==> src/rtl/hkspi_responder.sv <==
// hkspi_responder: chip-side housekeeping SPI responder.
// Oversamples CSB/SCK/SDI in the system clock domain, decodes the
// command / address / data bytes of a mode-0 SPI transfer and drives a
// byte-wide register-file port with write/read strobes and address
// auto-increment. Read data is returned MSB first on sdo.
// Optional build macro: HKSPI_NBYTE_EN -- when defined, command bits[5:3]
// (n != 0) limit a transaction to n data bytes; otherwise every
// transaction streams until CSB rises.

module hkspi_responder (
  input  logic       clock,
  input  logic       resetb,
  input  logic       csb,
  input  logic       sck,
  input  logic       sdi,
  output logic       sdo,
  output logic       sdo_oe,
  output logic [7:0] reg_addr,
  output logic [7:0] reg_wdata,
  output logic       reg_wstb,
  output logic       reg_rstb,
  input  logic [7:0] reg_rdata,
  output logic       busy
);

  // state   | meaning
  // IDLE    | CSB high, or waiting for a fresh CSB fall
  // CMD     | shifting in the command byte
  // ADDR    | shifting in the address byte
  // DATA    | shifting data bytes; read data shifts out on sdo
  // HALT    | no-op until CSB rises (null command or byte limit reached)
  typedef enum logic [2:0] {
    ST_IDLE = 3'd0,
    ST_CMD  = 3'd1,
    ST_ADDR = 3'd2,
    ST_DATA = 3'd3,
    ST_HALT = 3'd4
  } state_t;

  state_t     r_state;
  state_t     w_state_nxt;

  logic       r_csb_s1;
  logic       r_csb_s2;
  logic       r_csb_prev;
  logic [1:0] r_sync_ok;
  logic       r_sck_s1;
  logic       r_sck_s2;
  logic       r_sck_s3;
  logic       r_sdi_s1;
  logic       r_sdi_s2;

  logic [2:0] r_bit_cnt;
  logic [6:0] r_shift_in;
  logic [7:0] r_shift_out;
  logic       r_cmd_wr;
  logic       r_cmd_rd;
  logic       r_inc_pend;
  logic       r_rd_req;
  logic       r_load_pend;

  logic       w_sck_rise;
  logic       w_sck_fall;
  logic       w_csb_fall;
  logic       w_rx_active;
  logic       w_byte_done;
  logic       w_last_byte;
  logic [7:0] w_byte;

`ifdef HKSPI_NBYTE_EN
  logic [2:0] r_cmd_n;
  logic [2:0] r_byte_cnt;
`endif

  // Pin synchronizers; r_sync_ok marks when r_csb_s2 holds a real sample so
  // a CSB already low when reset releases is not mistaken for a fresh fall.
  always_ff @(posedge clock or negedge resetb) begin
    if (!resetb) begin
      r_csb_s1   <= 1'b1;
      r_csb_s2   <= 1'b1;
      r_csb_prev <= 1'b0;
      r_sync_ok  <= 2'b00;
      r_sck_s1   <= 1'b0;
      r_sck_s2   <= 1'b0;
      r_sck_s3   <= 1'b0;
      r_sdi_s1   <= 1'b0;
      r_sdi_s2   <= 1'b0;
    end else begin
      r_csb_s1   <= csb;
      r_csb_s2   <= r_csb_s1;
      r_sync_ok  <= {r_sync_ok[0], 1'b1};
      r_csb_prev <= r_csb_s2 & r_sync_ok[1];
      r_sck_s1   <= sck;
      r_sck_s2   <= r_sck_s1;
      r_sck_s3   <= r_sck_s2;
      r_sdi_s1   <= sdi;
      r_sdi_s2   <= r_sdi_s1;
    end
  end

  assign w_sck_rise  = r_sck_s2 & ~r_sck_s3;
  assign w_sck_fall  = ~r_sck_s2 & r_sck_s3;
  assign w_csb_fall  = r_csb_prev & ~r_csb_s2;
  assign w_rx_active = (r_state == ST_CMD) || (r_state == ST_ADDR) || (r_state == ST_DATA);
  assign w_byte      = {r_shift_in, r_sdi_s2};
  // CSB high takes priority, so a byte completing as CSB rises is dropped.
  assign w_byte_done = w_sck_rise & w_rx_active & ~r_csb_s2 & (r_bit_cnt == 3'd7);

`ifdef HKSPI_NBYTE_EN
  assign w_last_byte = (r_cmd_n != 3'd0) && (r_byte_cnt == (r_cmd_n - 3'd1));
`else
  assign w_last_byte = 1'b0;
`endif

  // State register.
  always_ff @(posedge clock or negedge resetb) begin
    if (!resetb) begin
      r_state <= ST_IDLE;
    end else begin
      r_state <= w_state_nxt;
    end
  end

  // Next-state decode.
  always_comb begin
    w_state_nxt = r_state;
    if (r_csb_s2) begin
      w_state_nxt = ST_IDLE;
    end else begin
      unique case (r_state)
        ST_IDLE: if (w_csb_fall) w_state_nxt = ST_CMD;
        ST_CMD:  if (w_byte_done) w_state_nxt = (w_byte[7:6] == 2'b00) ? ST_HALT : ST_ADDR;
        ST_ADDR: if (w_byte_done) w_state_nxt = ST_DATA;
        ST_DATA: if (w_byte_done && w_last_byte) w_state_nxt = ST_HALT;
        ST_HALT: w_state_nxt = ST_HALT;
        default: w_state_nxt = ST_IDLE;
      endcase
    end
  end

  // Byte assembly, strobe pipeline (wstb -> increment -> rstb -> load) and
  // the sdo shift register.
  always_ff @(posedge clock or negedge resetb) begin
    if (!resetb) begin
      r_bit_cnt   <= 3'd0;
      r_shift_in  <= 7'd0;
      r_shift_out <= 8'd0;
      r_cmd_wr    <= 1'b0;
      r_cmd_rd    <= 1'b0;
      r_inc_pend  <= 1'b0;
      r_rd_req    <= 1'b0;
      r_load_pend <= 1'b0;
      reg_addr    <= 8'd0;
      reg_wdata   <= 8'd0;
      reg_wstb    <= 1'b0;
      reg_rstb    <= 1'b0;
`ifdef HKSPI_NBYTE_EN
      r_cmd_n     <= 3'd0;
      r_byte_cnt  <= 3'd0;
`endif
    end else begin
      reg_wstb    <= 1'b0;
      reg_rstb    <= r_rd_req;
      r_rd_req    <= 1'b0;
      r_inc_pend  <= 1'b0;
      r_load_pend <= reg_rstb;

      if (r_inc_pend) begin
        reg_addr <= reg_addr + 8'd1;
        r_rd_req <= r_cmd_rd;
      end

      // The fall after the 8th rise (bit count back at 0) is left alone so
      // the reload of the next byte is not disturbed.
      if (r_load_pend) begin
        r_shift_out <= reg_rdata;
      end else if (w_sck_fall && (r_state == ST_DATA) && (r_bit_cnt != 3'd0)) begin
        r_shift_out <= {r_shift_out[6:0], 1'b0};
      end

      if (r_state == ST_IDLE) begin
        r_bit_cnt <= 3'd0;
`ifdef HKSPI_NBYTE_EN
        r_byte_cnt <= 3'd0;
`endif
      end else if (w_sck_rise && w_rx_active && !r_csb_s2) begin
        r_shift_in <= w_byte[6:0];
        r_bit_cnt  <= r_bit_cnt + 3'd1;
      end

      if (w_byte_done) begin
        unique case (r_state)
          ST_CMD: begin
            r_cmd_wr <= w_byte[7];
            r_cmd_rd <= w_byte[6];
`ifdef HKSPI_NBYTE_EN
            r_cmd_n  <= w_byte[5:3];
`endif
          end
          ST_ADDR: begin
            reg_addr <= w_byte;
            r_rd_req <= r_cmd_rd;
          end
          ST_DATA: begin
            reg_wstb   <= r_cmd_wr;
            if (r_cmd_wr) reg_wdata <= w_byte;
            r_inc_pend <= 1'b1;
`ifdef HKSPI_NBYTE_EN
            r_byte_cnt <= r_byte_cnt + 3'd1;
`endif
          end
          default: ;
        endcase
      end
    end
  end

  assign sdo_oe = (r_state == ST_DATA) && r_cmd_rd;
  assign sdo    = sdo_oe & r_shift_out[7];
  assign busy   = ~r_csb_s2;

endmodule

==> config.mk <==
export PLATFORM = sky130hd
export DESIGN_NAME = hkspi_responder
export DESIGN_NICKNAME = d
export VERILOG_FILES = /design/src/rtl/hkspi_responder.sv
export SDC_FILE = /design/constraint.sdc
export NUM_CORES = 1
export LEC_CHECK = 0
export CAP_MARGIN = 15
export CORE_ASPECT_RATIO = 1.2
export CORE_MARGIN = 2
export CORE_UTILIZATION = 40
export DETAILED_ROUTE_END_ITERATION = 12
export GPL_ROUTABILITY_DRIVEN = 0
export PLACE_DENSITY = 0.7
export SLEW_MARGIN = 20
export SYNTH_ARGS = -nofsm -noshare
export SYNTH_HDL_FRONTEND = slang
export SYNTH_SLANG_ARGS = --single-unit
==> constraint.sdc <==
create_clock -name clock -period 2.1 [get_ports clock]
set_input_delay 0.21 -clock clock [delete_from_list [all_inputs] [get_ports clock]]
set_output_delay 0.21 -clock clock [all_outputs]
set_load 0.005 [all_outputs]
# Yosys cells after proc, flatten, opt, wreduce, memory -nomap -nowiden
# Cells that the tools add are included.
# word_totals
regBits,54
input_bits,13
output_inout_bits,21
wordCells,82
# classes
n_addsub,2
eq_ne,9
muxes,20
bitwise,12
reduce_logical,17
# ops
operator,n
2-to-1 mux 8 bit,5
2-to-1 mux 3 bit,7
case mux 3 bit (5 select lines),1
inequality test 3 bit (second input constant),3
adder 8 x 1 -> 8 bit (second input constant),1
bitwise AND 1 bit,8
2-to-1 mux 1 bit,7
equality test 3 x 2 -> 1 bit (second input constant),2
equality test 3 bit (second input constant),2
logical AND 1 bit,5
inverter 1 bit,4
AND reduction 2 bit,2
AND reduction 4 bit,1
nonzero test 2 bit,2
adder 3 x 1 -> 3 bit (second input constant),1
equality test 3 x 1 -> 1 bit (second input constant),1
zero test 3 bit,1
AND reduction 3 bit,1
nonzero test 3 bit,1
zero test 2 bit,1
logical OR 1 bit,2
inequality test 2 bit (second input constant),1
zero test 1 bit,1

# Longest topological paths before layout
# Gate-level depths: netlist (run 1).
# logic_depth
ltp_word,9
depth_mapped,8
ltp_nobuf,6

# Worst setup path before layout (run 1)
# Ideal clock, no wire load.
# synth_path
kind,reg-to-reg
startpoint,register r_bit_cnt[0]
endpoint,register r_shift_out[2]
setup_time_ns,0.125
arrival_time_ns,1.769
slack_ns,0.206
path_stages_with_launch,6
period_less_slack_ns,1.894
path_cell_list,dfrtp_1 -> inv_1 -> ha_1 -> a2111oi_4 -> mux2_2 -> mux2_2
# synth_via
elab_chain_cells,3
# synth_lines
element,line_no,text
"start, declared",53,logic [2:0] r_bit_cnt;
"start signal, assigned",188,r_bit_cnt <= r_bit_cnt + 3'd1;
nonzero test 3 bit,177,end else if (w_sck_fall && (r_state == ST_DATA) && (r_bit_cnt != 3'd0)) begin
logical AND 1 bit,177,
nonzero test 2 bit (no line),--,
"end signal, assigned",176,r_shift_out <= reg_rdata;
"end signal, assigned",178,"r_shift_out <= {r_shift_out[6:0], 1'b0};"
"end, declared",55,logic [7:0] r_shift_out;
# Every way passes these cells.
# A chain may end at the register's enable or synchronous reset.

# Final worst setup path (run 1)
# layout_path
startpoint,register r_bit_cnt[0]
endpoint,register r_shift_out[7]
# Same word-level chain as after synthesis.

==> results of run 1 <==
critical path, stage by stage (launching register included):
cell and delay [ns]:
dfrtp_1 0.36, inv_1 0.07, ha_1 0.23, a2111oi_4 0.34, buf_4 0.22, mux2_2 0.34
mux2_2 0.26
stage by stage:
step | cell area, um2 | setup WS, ns | util | total power (uW)
finish | 2813 | 0.1945 | 0.5063 | 1724
global route | 2813 | 0.09193 | 0.5063 | 1813
CTS | 2808 | 0.09990 | 0.5054 | 1755
detailed placement | 2708 | 0.1895 | 0.4874 | 1181
global placement | 2708 | 0.2344 | 0.4874 | 1180
floorplan | 2271 | 0.2063 | - | 1121
final timing paths:
path,cells after the start,to,startpoint
max,6,r_shift_out[7],r_bit_cnt[0]
min,1,r_csb_s1,csb
max reg2reg,6,r_shift_out[7],r_bit_cnt[0]
min reg2reg,0,reg_rstb,r_rd_req
max in group asynchronous,3,r_csb_s2,resetb
min in group asynchronous,2,reg_addr[5],resetb
metal layers:
layer / share of wire / wire [um]
met5: 0 / 0
met4: 0.022 / 80
met3: 0.043 / 159
met2: 0.47 / 1714
met1: 0.47 / 1721
sequential cells by signal, summed over array words and instances, names as in the netlist:
signal	cells
r_shift_in	7
r_csb_prev	1
r_sck_s1	1
r_cmd_rd	1
reg_addr	8
r_sdi_s2	1
r_cmd_wr	1
r_shift_out	8
r_csb_s1	1
r_bit_cnt	3
reg_wdata	8
r_sdi_s1	1
r_sck_s2	1
r_load_pend	1
reg_wstb	1
r_state	3
r_rd_req	1
r_sck_s3	1
r_inc_pend	1
r_sync_ok	2
reg_rstb	1
r_csb_s2	1
report_power, final:
part           switching (uW)  total [uW]  internal, uW
clock                     330         565           235
sequential               19.0        1080          1060
combinational            35.5        77.7          42.2
total                     385        1720          1340
cell families after synthesis:
logic type | Yosys count | share of synthesized area
flip-flops | 54 | 0.5961
AND/OR/NAND/NOR | 44 | 0.1102
multiplexers | 33 | 0.1625
AO/OA/AOI/OAI | 15 | 0.04684
buffers and inverters | 15 | 0.02975
XOR/XNOR | 8 | 0.03085
adder cells (fa/ha/maj) | 4 | 0.02204
other | 1 | 0.001651
placed cells by master (no fill, tap or decap), types with 2 or more instances in the layout:
cell,netlist,routed
inv_1,7,7
nand3b_1,2,2
o21ai_0,2,2
nor2_1,15,15
clkbuf_8,0,5
dfrtp_1,52,52
nor2b_1,2,2
dfstp_2,2,2
and2_1,3,3
a31oi_1,2,2
mux2_1,2,2
nand2b_1,2,2
clkdlybuf4s50_1,0,32
ha_1,4,4
mux2_2,29,29
nand4_1,4,4
and3_1,2,2
xor2_1,4,4
mux2i_1,2,2
xnor2_1,4,4
a21oi_1,8,8
nand2_1,3,3
buf_4,0,7
nor3_1,4,4
final cells by class:
class / instances / area, um2 / area share
sequential: 54 / 1354 / 0.4813
timing repair buffer: 42 / 407.9 / 0.1450
tap: 64 / 80.08 / 0.02847
clock inverter: 3 / 21.27 / 0.007562
clock buffer: 5 / 68.82 / 0.02447
multi-input combinational: 105 / 854.6 / 0.3038
inverter: 7 / 26.28 / 0.009342
timing repair:
item                       CTS  global route
resized for setup            0             1
hold endpoints to repair    25             0
setup endpoints to repair    0             1
hold buffers                 1             0
==> impl_metrics.yaml, run 1 <==
drt:
  drc: 0
  wire_per_inst_um: 13.13
  finalWirelength_um: 3675
  via_per_inst: 4.986
  drt_iter0_drc: 50
  dr.pass1.iters: 4
  detail-route-antenna-nets: 0
  via_count: 1396
worst_setup_path:
  worst_ep_arrival_time_ns: 2.10
  cp_max_fo: 8
  r2r_slack_ns: 0.19
  crit_path_start_kind: "register"
  worst-setup-path-type: "reg -> reg"
  critPathRequiredTime_ns: 2.30
  worstSetupEndpointType: "register"
logic_synthesis:
  synth.cell_area_um2: 2271
  async_flop_share: 1.000
  synthDominantCellAreaShare: 0.5730
  synth_flop_cell: "dfrtp_1"
  synth_area_per_cell_um2: 13.05
  ys_types: 36
  synth_warnings: 0
  synthTopCellsByArea: "dfrtp_1 (57%), mux2_2 (14%), nor2_1 (2.5%)"
  synth_edf_count: 0
  syn_nets: 191
  synth_seq_cells: 54
  yosysSeqAreaShare: 0.5961
  post-synth-top-count-cell: "dfrtp_1"
  syn_inst: 174
  yosys-top-cells-count: "dfrtp_1 (52), mux2_2 (29), nor2_1 (15), a21oi_1 (8), inv_1 (7)"
  synth_top_area_cell: "dfrtp_1"
floorplan:
  start_util: 0.4088
  die_y_um: 86.54
  core_um2: 5555
  die_x_um: 72.78
  die-area_um2: 6298
  core.rowCount: 30
  ios: 34
timing:
  fin_tns_setup_ns: 0
  fmax_mhz: 524.8
  hold_viol: 0
  worst_slew_pin_slew_ns: 0.6040
  relSlewSlack: 0.5973
  final-setup-viol-count: 0
  fin_crit_sh: 0.9074
  finalHoldWorstSlack_ns: 0.3101
  rsz0062_at_grt: "false"
  period_needed_ns: 1.906
  slew_violations: 0
  clock_skew_ns: 0.008225
pwr:
  p_leak_uw: 0.001347
  power_per_cell_area_nw_per_um2: 613.0
  max-vdd-ir-drop_uv: 399.5
placement:
  dp.final_hpwl_um: 2622
  dp_cells: 271
  port_buffers: 33
cells_and_area:
  fin_nets: 232
  final_cells: 280
  n_antenna_cell: 0
  num-fill-cells: 522
  drive_gt1_frac: 0.2454
  syn_to_final_growth_pct: 23.86
clock_tree:
  clockBufferDepth: 2
  insertion_delay_ns: 0.30
  clkTransAtPathRegs_ns: 0.09
  cts_tree: "yes"
  cts_max_level: 2
  cts_setup_buffers: 0
  cts_root_buf: "clkbuf_8"
  numCtsBuffers: 5
  clock_sinks: 54
global_routing:
  overflow: 0
  grt_pass1_wl_um: 6244
  busiest_layer: "met2"
  grt_util_met3: 0.03837
  grtUsageMet2: 0.1942
  use_met1: 0.1784
  grt.total_usage: 0.1322
  grt_pass1_vias: 1315
  antenna_found_initial: 0
  grt_max_degree: 30
min_path:
  hold_path.class: "in -> reg"
status:
  outcome: "complete, no violations"
run:
  max-cap-violations: 0
No activity file was read; power rests on OpenSTA's default activity.
==> run 2: changes to the inputs <==
- PLACE_DENSITY: 0.7 -> unset
- PLACE_DENSITY_LB_ADDON: unset -> 0.15
- clock period: 2.1 -> 1.9 ns (I/O delays scaled with it)
==> impl_metrics.yaml, run 2 (same netlist as run 1, synthesis figures left out) <==
cells_and_area:
  n_antenna_cell: 0
  final_common_cell: "dfrtp_1"
  fin_nets: 237
  num-fill-cells: 485
  multi_input_area_um2: 882.1
  final_cells: 285
  mostFrequentLayoutCells: "dfrtp_1 (51), clkdlybuf4s50_1 (31), mux2_2 (28)"
  top_regs: "r_shift_out: 8 flops, reg_addr: 8 flops, reg_wdata: 8 flops"
  seq_area_um2: 1355
  post-route-util: 0.5273
  syn_to_final_growth_pct: 28.98
  drive_gt1_frac: 0.2805
drt:
  detail-route-antenna-nets: 0
  wire_per_inst_um: 13.59
  dr.pass1.iters: 4
  finalWirelength_um: 3872
  drt_iter0_drc: 38
  drc: 0
  via_per_inst: 4.972
  via_count: 1417
worst_setup_path:
  worstSetupEndpointType: "register"
  crit_top_cell: "ha_1"
  slowest_stage: "dfrtp_1"
  crit_path_start_kind: "register"
  slowest_delay_ns: 0.40
  cp_max_fo: 9
  worst-setup-path-type: "reg -> reg"
  path_cells: "ha_1, ha_1, and3b_1, and2_2, nand4_4, mux2_2"
  worst_ep_arrival_time_ns: 2.02
  critPathRequiredTime_ns: 2.09
timing:
  clock_skew_ns: 0.006200
  slew_violations: 0
  final-setup-viol-count: 0
  hold_viol: 0
  rsz0062_at_grt: "true"
  fin_crit_sh: 0.9598
  finalHoldWorstSlack_ns: 0.2845
  fmax_mhz: 548.4
  period_needed_ns: 1.824
global_routing:
  grt_pass1_wl_um: 6506
  grt_pass1_vias: 1477
  grt_max_degree: 28
  grt.total_usage: 0.1335
  antenna_found_initial: 0
  overflow: 0
floorplan:
  die-area_um2: 6298
  core.rowCount: 30
  die_x_um: 72.78
  core_um2: 5555
  ios: 34
  start_util: 0.4088
  die_y_um: 86.54
clock_tree:
  clock_sinks: 54
  insertion_delay_ns: 0.30
  cts_max_level: 2
  clkTransAtPathRegs_ns: 0.09
  cts_root_buf: "clkbuf_8"
  cts_tree: "yes"
  numCtsBuffers: 5
  clockBufferDepth: 2
placement:
  dp.final_hpwl_um: 2770
  dp_cells: 272
  port_buffers: 33
min_path:
  hold_path.class: "in -> reg"
status:
  outcome: "complete, no violations"
run:
  max-cap-violations: 0
pwr:
  p_leak_uw: 0.001426
  power_per_cell_area_nw_per_um2: 694.9
  p_total_uw: 2035
  max-vdd-ir-drop_uv: 485.8
run 2: cell types whose count changed in the layout (fill, tap and decap cells not counted), sizes merged:
| cell | previous run | this run |
|---|---|---|
| buf | 9 | 14 |
| bufinv | 0 | 1 |
| clkdlybuf4s50 | 32 | 31 |
| clkinvlp | 1 | 0 |
| dlymetal6s2s | 0 | 1 |
run 2: worst paths after layout:
check / from / endpoint / slack (ns) / cells after the start
max in group asynchronous: resetb / reg_addr[1] / 1.08 / 3
worst min-delay path: csb / r_csb_s1 / 0.28 / 1
worst min register to register: r_sck_s1 / r_sck_s2 / 0.35 / 0
worst max-delay path: r_bit_cnt[1] / reg_wdata[7] / 0.08 / 6
worst max register to register: r_bit_cnt[1] / reg_wdata[7] / 0.08 / 6
min in group asynchronous: resetb / reg_wdata[3] / 0.29 / 2
run 2: layout make-up:
type / count / area share
clock inverter: 3 / 0.01367
clock buffer: 5 / 0.02349
tap: 64 / 0.02734
sequential: 54 / 0.4626
multi-input combinational: 105 / 0.3012
timing repair buffer: 47 / 0.1628
inverter: 7 / 0.008971
run 2: stage by stage:
step | setup WS, ns | instance area [um2] | setup TNS (ns)
after floorplan | 0.006263 | 2271 | 0
after global placement | 0.02929 | 2740 | 0
after detailed placement | -0.03230 | 2740 | -0.1298
after CTS | 0.01395 | 2877 | 0
after global routing | -0.01674 | 2929 | -0.06503
final | 0.07641 | 2929 | 0
run 2: repair_timing:
action | in CTS | in global routing
endpoints found under the hold margin | 10 | 0
buffers inserted | 0 | 4
hold buffers | 1 | 0
setup endpoints to repair | 9 | 9
gates resized for setup | 3 | 7
pin swaps | 1 | 1
run 2: power by group:
group | switching (uW) | internal [uW] | leakage, uW | total, uW
Clock | 362 | 388 | 0.0000579 | 751
Combinational | 40.5 | 49.1 | 0.000647 | 89.6
Sequential | 20.5 | 1170 | 0.000721 | 1200
Total | 423 | 1610 | 0.00143 | 2040
run 2: per-layer routing:
layer / track usage / routed length (um) / up-vias
met4: 0.04377 / 53 / 0
met3: 0.03837 / 163 / 6
li1: - / - / 690
met5: 0 / 0 / -
met2: 0.2231 / 1933 / 30
met1: 0.1655 / 1721 / 691
run 2: critical path, delay by kind of cell (launching register included):
family | cells | cell delay, ns
adders and majority gates | 2 | 0.38
DFF | 1 | 0.40
muxes | 1 | 0.35
and+or+nand+nor | 3 | 0.57
